<file path="config.mk">
export PLATFORM = sky130hd
export DESIGN_NAME = servo_pwm_gen
export DESIGN_NICKNAME = d
export VERILOG_FILES = /design/src/rtl/servo_pwm_gen_pkg.sv /design/src/rtl/servo_pwm_gen_slew_step.sv /design/src/rtl/servo_pwm_gen.sv
export SDC_FILE = /design/constraint.sdc
export NUM_CORES = 1
export LEC_CHECK = 0
export CORE_MARGIN = 5
export CORE_UTILIZATION = 40
export DETAILED_ROUTE_END_ITERATION = 10
export PLACE_DENSITY = 0.66
export SETUP_SLACK_MARGIN = 0.05
export SYNTH_ARGS = -nofsm -noshare
export SYNTH_HDL_FRONTEND = slang
export SYNTH_SLANG_ARGS = --single-unit
export TNS_END_PERCENT = 5
</file>
<file path="constraint.sdc">
create_clock -name clk -period 2.3 [get_ports clk]
set_input_delay 0.46 -clock clk [delete_from_list [all_inputs] [get_ports clk]]
set_output_delay 0.46 -clock clk [all_outputs]
set_load 0.005 [all_outputs]
</file>
<file path="src/rtl/servo_pwm_gen_pkg.sv">
// Shared types and default constants for the servo pulse generator.
// The frame period constant is the same one used by the upstream
// microsecond frame counter.
package servo_pkg;

    typedef enum logic {
        DISARMED = 1'b0,
        ARMED    = 1'b1
    } servo_state_t;

    typedef logic [15:0] us_t;

    localparam us_t SERVO_MIN_US    = 16'd1000;
    localparam us_t SERVO_MAX_US    = 16'd2000;
    localparam us_t SERVO_CENTER_US = 16'd1500;
    localparam us_t SERVO_STEP_US   = 16'd100;
    localparam us_t SERVO_PERIOD_US = 16'd20000;

endpackage

</file>
<file path="src/rtl/servo_pwm_gen_slew_step.sv">
// Combinational slew step: next active width moves from i_active toward
// i_target by at most STEP_US per call.
module servo_slew_step
    import servo_pkg::*;
#(
    parameter us_t STEP_US = SERVO_STEP_US
) (
    input  us_t i_active,
    input  us_t i_target,
    output us_t o_next
);

    us_t w_diff;

    // Magnitude of the error is taken only after ordering the operands,
    // so the subtraction can never wrap.
    always_comb begin
        w_diff = '0;
        o_next = i_target;
        if (i_target >= i_active) begin
            w_diff = i_target - i_active;
            if (w_diff > STEP_US) begin
                o_next = i_active + STEP_US;
            end
        end else begin
            w_diff = i_active - i_target;
            if (w_diff > STEP_US) begin
                o_next = i_active - STEP_US;
            end
        end
    end

endmodule

</file>
<file path="src/rtl/servo_pwm_gen.sv">
// Servo PWM generator: accepts clamped width commands, applies them at
// frame wraps of the upstream microsecond counter and drives a registered
// PWM pin. Define SERVO_SLEW_EN to limit the width change per frame.
module servo_pwm_gen
    import servo_pkg::*;
#(
    parameter us_t MIN_US    = SERVO_MIN_US,
    parameter us_t MAX_US    = SERVO_MAX_US,
    parameter us_t CENTER_US = SERVO_CENTER_US,
    parameter us_t STEP_US   = SERVO_STEP_US
) (
    input  logic        clk,
    input  logic        rst_n,
    input  logic [15:0] counter,
    input  logic        cmd_valid,
    input  logic [15:0] cmd_pulse_us,
    output logic        cmd_ready,
    output logic        cmd_clamped,
    output logic        frame_start,
    output logic        busy,
    output logic        pwm
);

    servo_state_t r_state;
    us_t          r_prev_counter;
    us_t          r_active;
    us_t          r_target;
    logic         r_pending;
    logic         r_clamped;
    logic         r_frame_start;
    logic         r_pwm;

    servo_state_t w_state_nxt;
    us_t          w_clamp_val;
    logic         w_clamp_hit;
    logic         w_frame_start;
    logic         w_accept;
    us_t          w_step_next;
    us_t          w_active_nxt;

    assign w_frame_start = (counter == 16'd0) && (r_prev_counter != 16'd0);
    assign w_accept      = cmd_valid && !r_pending;

`ifdef SERVO_SLEW_EN
    servo_slew_step #(
        .STEP_US (STEP_US)
    ) u_slew (
        .i_active (r_active),
        .i_target (r_target),
        .o_next   (w_step_next)
    );
`else
    logic w_unused_step;
    assign w_unused_step = ^STEP_US;
    assign w_step_next   = r_target;
`endif

    // Clamp the requested width into the legal range and compute next state/width.
    always_comb begin
        w_clamp_val = cmd_pulse_us;
        w_clamp_hit = 1'b0;
        if (cmd_pulse_us < MIN_US) begin
            w_clamp_val = MIN_US;
            w_clamp_hit = 1'b1;
        end else if (cmd_pulse_us > MAX_US) begin
            w_clamp_val = MAX_US;
            w_clamp_hit = 1'b1;
        end
        w_state_nxt  = r_state;
        if ((r_state == DISARMED) && w_frame_start) begin
            w_state_nxt = ARMED;
        end
        w_active_nxt = w_frame_start ? w_step_next : r_active;
    end

    // Arm FSM, command latch and registered outputs; the width update uses
    // the target held before any same-cycle accept, so a command landing on
    // the wrap edge stays pending for one more frame.
    always_ff @(posedge clk or negedge rst_n) begin
        if (!rst_n) begin
            r_state        <= DISARMED;
            r_prev_counter <= '0;
            r_active       <= CENTER_US;
            r_target       <= CENTER_US;
            r_pending      <= 1'b0;
            r_clamped      <= 1'b0;
            r_frame_start  <= 1'b0;
            r_pwm          <= 1'b0;
        end else begin
            r_state        <= w_state_nxt;
            r_prev_counter <= counter;
            r_active       <= w_active_nxt;
            r_frame_start  <= w_frame_start;
            r_clamped      <= w_accept && w_clamp_hit;
            r_pwm          <= (w_state_nxt == ARMED) && (counter < w_active_nxt);
            if (w_accept) begin
                r_target  <= w_clamp_val;
                r_pending <= 1'b1;
            end else if (w_frame_start) begin
                r_pending <= 1'b0;
            end
        end
    end

    assign cmd_ready   = !r_pending;
    assign cmd_clamped = r_clamped;
    assign frame_start = r_frame_start;
    assign busy        = r_pending || (r_active != r_target);
    assign pwm         = r_pwm;

endmodule

</file>
==> impl_metrics.ini, run 1 <==
[outcome]
status = finished with violations
violations = negative setup slack

[clock_network]
insertion_delay_ns = 0.31
cts-htree-levels = 2
cts_hold_buf = 0
cts_tree = built
path_clk_slew_ns = 0.10
cts_sinks = 53
cts_root_buffer = clkbuf_8
cts_inserted_buffers = 5
cts_buffer_depth = 2

[critical_path]
critPathCaptureType = flop
cp-endpoint = pwm
path_class = reg -> reg
critPathArrivalTime_ns = 2.92
critical-path-top-delay-family = simple AND/OR/NAND/NOR gates
worstSetupStartpoint = r_prev_counter[9]
worstReg2RegEnd = pwm
cp_slowest_stage_delay_ns = 0.39
worst_ep_required_time_ns = 2.53
crit_buf_inv = 0
path_cells = nor4_2, and4_1, or2_4, mux2i_4, ha_4, a21o_1, a21oi_4, nand2_1, o211a_1, nor3_2
reg2reg_slack_ns = -0.39
path_depth = 10
critPathLaunchType = flop
crit_slowest_cell = dfrtp_1
r2r_start = r_prev_counter[9]
reg2regPathDepth = 10
cp_max_fo = 5

[cells_and_area]
drive_gt1_share_pct = 38.89
layout.nets = 355
fill_cells = 558
n_antenna_cell = 0
finalInstanceArea_um2 = 3650
stdcell_count = 383
syn2layout_area_growth_pct = 44.62

[timing]
slew_headroom_pct = 65.75
min_period_ns = 2.694
max_freq_mhz = 371.2
worst_pin_slew_ns = 0.5138
finalHoldViolations = 0
period_share_pct = 117.1
fin_skew_ns = 0.01058
setup_ws_ns = -0.3936
rsz0062_at_grt = yes
setup_viol = 1
slew_viol_final = 0

[grt]
track_usage_pct = 16.11
first_global_vias = 1962
antenna_found_initial = 0
overflow = 0
grt_pass1_wl_um = 9729
grt_max_degree = 33

[synthesis]
synth_cell_types = 39
synth-seq-cells = 53
syn_nets = 268
netlist_area_um2 = 2524
yosys_warnings = 0
synth_flop_cell = dfrtp_1
syn_area_per_cell_um2 = 11.58
synth_cells = 218
synthTopCellsByArea = dfrtp_1 39%, dfstp_2 15%, ha_1 7.4%, xnor2_1 5.6%, mux2i_2 4.4%
yosysTopAreaCell = dfrtp_1
ys_seq_area_share_pct = 53.25
ys_async_sr_fraction_pct = 100.0
synth_top_area_share_pct = 38.67
synth-edff-count = 0

[placed_design]
dpl_cell_area_um2 = 3303
place_inst = 370
place.gp.congestion = 0.8417
dpl.hpwl_um = 4450
portBuffers = 39

[route]
drt-pass1-iter-count = 4
drt_iter0_markers = 78
drt-wirelength-per-cell_um = 15.29
ant_nets = 0
routed_via_density = 4.932
postRouteWirelength_um = 5856
via_count = 1889
drc = 0

[floorplanning]
die_w_um = 89.43
dieArea_um2 = 7998
io_pins = 40
row_count = 29
initial_utilization_pct = 40.44
core_area_um2 = 6241
die_h_um = 89.43

[pwr]
p_per_area_nw_per_um2 = 465.9
p_leak_nw = 1.662
ir_drop_mv = 0.3385
power_mw = 1.700

[min_path]
min_path_type = in -> async

[job]
maxCapViolations = 0
power by group:
group | total, mW | leakage (nW) | switching [mW] | internal, mW
registers | 0.971 | 0.643 | 0.0148 | 0.957
logic | 0.188 | 0.967 | 0.0869 | 0.101
clock network | 0.541 | 0.0512 | 0.297 | 0.244
total | 1.70 | 1.66 | 0.399 | 1.30
worst min path at each step:
stage          cells after the start                  to     from  slack (ns)
6_report                           1  r_prev_counter[14]    rst_n        0.11
5_1_grt                            1  r_prev_counter[14]    rst_n        0.14
4_1_cts                            1  r_prev_counter[14]    rst_n        0.12
3_5_place_dp                       1             r_state  r_state        0.45
3_3_place_gp                       1  r_prev_counter[14]    rst_n        0.46
2_1_floorplan                      0         cmd_clamped    rst_n        0.16
logic make-up after synthesis:
kind of cell / synth area share (%)
adder cells (fa/ha/maj): 7.437
AND/OR/NAND/NOR: 12.69
XOR/XNOR: 5.553
AO/OA/AOI/OAI: 8.627
flip-flops: 53.25
buffers and inverters: 5.305
multiplexers: 7.140
metal layers:
| layer | track usage (%) | wire length [um] |
|---|---|---|
| met5 | 0 | 0 |
| met4 | 4.465 | 82 |
| met3 | 2.673 | 223 |
| met2 | 27.46 | 2929 |
| met1 | 21.18 | 2621 |
Yosys cell counts (2+ instances only):
cell and instances:
dfstp_2 14, nand2_1 9, a31o_2 3, nand3_1 4, nor3_1 2, a21o_1 2
nor2_1 12, mux2i_1 7, and4_1 2, inv_2 8, o21ai_0 5, nor4_1 8
nand2b_1 2, a21oi_1 8, a31oi_1 4, a211oi_1 3, ha_1 15, inv_1 15
clkbuf_1 2, dfrtp_1 39, nand4_1 5, mux2i_2 8, nor2b_1 10, xnor2_1 16
state kept, by name, summed over array words and instances, names as in the netlist:
signal / flops
cmd_clamped: 1
r_active: 16
r_pending: 1
pwm: 1
r_prev_counter: 16
frame_start: 1
r_state: 1
r_target: 16
area by class of cell:
cell class	count	area, um^2	share of cell area, %
Inverter	24	97.59	2.674
Clock buffer	6	82.58	2.263
Timing Repair Buffer	84	747.0	20.47
Multi-Input combinational cell	137	1269	34.76
Clock inverter	2	13.76	0.3771
Sequential cell	53	1344	36.82
Tap cell	77	96.34	2.640
timing repair:
item | CTS | global route
endpoints found under the hold margin | 0 | 0
setup endpoints to repair | 11 | 2
setup buffers | 3 | 1
gates resized for setup | 52 | 7
cloned | 1 | 0
pin swaps | 17 | 9
placed cells by master, fill, tap and decap left out, drive strengths merged, types with 10 or more instances in the layout:
cell and instances:
nor2 12, mux2i 15, nor2b 10, xnor2 16, dlygate4sd2 14, dfstp 14
inv 24, dfrtp 39, ha 15, buf 47, clkdlybuf4s50 21
through the flow:
stage          setup slack [ns]  utilization [%]  TNS [ns]  hold WS [ns]
2_1_floorplan           -0.2852                -   -0.2852        0.1644
3_3_place_gp             -1.109            52.93    -4.616        0.4561
3_5_place_dp             -1.128            52.93    -4.731        0.4527
4_1_cts                 -0.3563            57.64   -0.3563        0.1203
5_1_grt                 -0.5270            58.48   -0.5311        0.1430
6_report                -0.3936            58.48   -0.3936        0.1088
Power figures use the tool's default switching activity.
==> run 2: changes to the inputs <==
--- a/config.mk
+++ b/config.mk
@@ -8,7 +8,7 @@
 export CORE_MARGIN = 5
 export CORE_UTILIZATION = 40
 export DETAILED_ROUTE_END_ITERATION = 10
-export PLACE_DENSITY = 0.66
+export PLACE_DENSITY = 0.63
 export SETUP_SLACK_MARGIN = 0.05
 export SYNTH_ARGS = -nofsm -noshare
 export SYNTH_HDL_FRONTEND = slang
==> constraint.sdc (replaced) <==
create_clock -name clk -period 3.1 [get_ports clk]
set_input_delay 0.62 -clock clk [delete_from_list [all_inputs] [get_ports clk]]
set_output_delay 0.62 -clock clk [all_outputs]
set_load 0.005 [all_outputs]
==> run 2 against run 1 <==
  * The run now ends clean
  * Cell count is 1.6% higher
  * Combinational power fell by 29%
  * First-iteration DRC count decreased by 23%
  * Flip-flop and latch count unchanged
  * Clock skew fell by 0.0044 ns
  * Power decreased by 18%
  * Utilization increased by 0.18 points
  * Global-route usage fell by 0.069 points
  * Via count grew 1.4%
  * Critical endpoint unchanged
  * Largest power group unchanged
==> impl_metrics.ini, run 2 (synthesis results as in run 1) <==
[outcome]
status = completed

[floorplanning]
die_w_um = 89.43
initial_utilization_pct = 40.44
core_area_um2 = 6241
dieArea_um2 = 7998
io_pins = 40
row_count = 29
die_h_um = 89.43

[clock_network]
cts_root_buffer = clkbuf_8
cts_sinks = 53
cts_tree = built
cts_hold_buf = 0
cts-htree-levels = 2
cts_buffer_depth = 2
cts_inserted_buffers = 5
insertion_delay_ns = 0.30
path_clk_slew_ns = 0.09

[min_path]
min_path_type = in -> reg
hold_path_end = r_prev_counter[0]
hp-start = counter[0]
holdPathStages = 1

[pwr]
power_mw = 1.387
p_leak_nw = 1.718
ir_drop_mv = 0.2346
p_per_area_nw_per_um2 = 378.7

[timing]
rsz0062_at_grt = no
finalHoldViolations = 0
worst_pin_slew_ns = 1.055
fin_tns_setup_ns = 0
slew_viol_final = 0
setup_ws_ns = 0.1518
fin_skew_ns = 0.006144
setup_viol = 0
period_share_pct = 95.10
slew_headroom_pct = 29.66
max_freq_mhz = 339.2
min_period_ns = 2.948

[critical_path]
critPathCaptureType = flop
worstReg2RegEnd = pwm
path_class = in -> reg
worstSetupStartpoint = counter[2]
worst_ep_required_time_ns = 3.29
reg2reg_slack_ns = 0.28
critPathLaunchType = input port
r2r_start = r_prev_counter[10]
reg2regPathDepth = 12
critPathArrivalTime_ns = 3.14
cp_max_fo = 5

[route]
via_count = 1915
drt_iter0_markers = 60
drt-pass1-iter-count = 4
postRouteWirelength_um = 5884
ant_nets = 0
routed_via_density = 4.923
drc = 0
drt-wirelength-per-cell_um = 15.13

[cells_and_area]
layout.nets = 361
mostFrequentLayoutCells = 48 x buf_4, 39 x dfrtp_1, 22 x clkdlybuf4s50_1
drive_gt1_share_pct = 37.18
n_antenna_cell = 0
reg_top3 = r_active: 16 flops, r_prev_counter: 16 flops, r_target: 16 flops
syn2layout_area_growth_pct = 45.07
stdcell_count = 389
layout_commonest_cell = buf_4

[grt]
overflow = 0
track_usage_pct = 16.04
grt_max_degree = 49
grt_pass1_wl_um = 9646
antenna_found_initial = 0
first_global_vias = 2049

[placed_design]
place_inst = 364
portBuffers = 39
place_worst_setup_slack_ns = -0.5227
dpl.hpwl_um = 4286
place.gp.congestion = 0.7714

[job]
maxCapViolations = 0
## run 2: per-stage QoR
| stage | hold slack [ns] | util [%] | cell area (um^2) |
|---|---|---|---|
| floorplan | 0.3244 | - | 2524 |
| global placement | 0.4733 | 51.82 | 3234 |
| detailed placement | 0.4698 | 51.82 | 3234 |
| CTS | 0.4910 | 56.98 | 3556 |
| global route | 0.4580 | 58.66 | 3661 |
| finish | 0.4808 | 58.66 | 3661 |
## run 2: worst max-delay path, stage by stage
cell,delay [ns]
clkdlybuf4s15_1,0.21
nor4_2,0.28
nand4_1,0.16
or2_1,0.28
buf_12,0.15
buf_8,0.13
mux2i_4,0.19
ha_4,0.28
a21o_1,0.15
a21oi_4,0.09
a2111oi_4,0.35
o211a_1,0.19
nor3_1,0.04
## run 2: area by class of cell
class                           count  area [um^2]
Tap cell                           77        96.34
Multi-Input combinational cell    137         1199
Sequential cell                    53         1344
Timing Repair Buffer               90        793.3
Clock inverter                      3        65.06
Inverter                           24        95.09
Fill cell                         531         2580
Clock buffer                        5        68.82
## run 2: worst max-delay path by stage
| stage | end | cells past startpoint |
|---|---|---|
| global placement | pwm | 13 |
| finish | pwm | 13 |
| floorplan | pwm | 12 |
| detailed placement | pwm | 13 |
| CTS | pwm | 18 |
| global route | pwm | 13 |
## run 2: timing repair
item	in CTS	in global routing
pin swaps	11	12
gates cloned	0	0
endpoints found under the setup margin	1	1
resized for setup	27	26
setup buffers	15	2
## run 2: per-layer routing
metal | part of all wire [%] | GRT usage, %
met1 | 44 | 20.88
met2 | 48 | 26.39
met3 | 5.9 | 3.502
met4 | 1.7 | 5.683
met5 | 0 | 0
## run 2: power breakdown
part	leakage [nW]	internal [mW]	switching, mW	total, mW
Clock	0.0681	0.321	0.214	0.535
Combinational	1.01	0.0721	0.0607	0.133
Sequential	0.643	0.710	0.00947	0.719
==> run 3: changes to the inputs <==
--- a/config.mk
+++ b/config.mk
@@ -7,10 +7,11 @@
 export LEC_CHECK = 0
 export CORE_MARGIN = 5
 export CORE_UTILIZATION = 40
+export CTS_BUF_LIST = sky130_fd_sc_hd__clkbuf_8
 export DETAILED_ROUTE_END_ITERATION = 10
 export PLACE_DENSITY = 0.63
 export SETUP_SLACK_MARGIN = 0.05
 export SYNTH_ARGS = -nofsm -noshare
 export SYNTH_HDL_FRONTEND = slang
 export SYNTH_SLANG_ARGS = --single-unit
-export TNS_END_PERCENT = 5
+export TNS_END_PERCENT = 1
==> results of run 3 <==
Same layout as run 2: the final DEF is identical, and so are final timing and power.
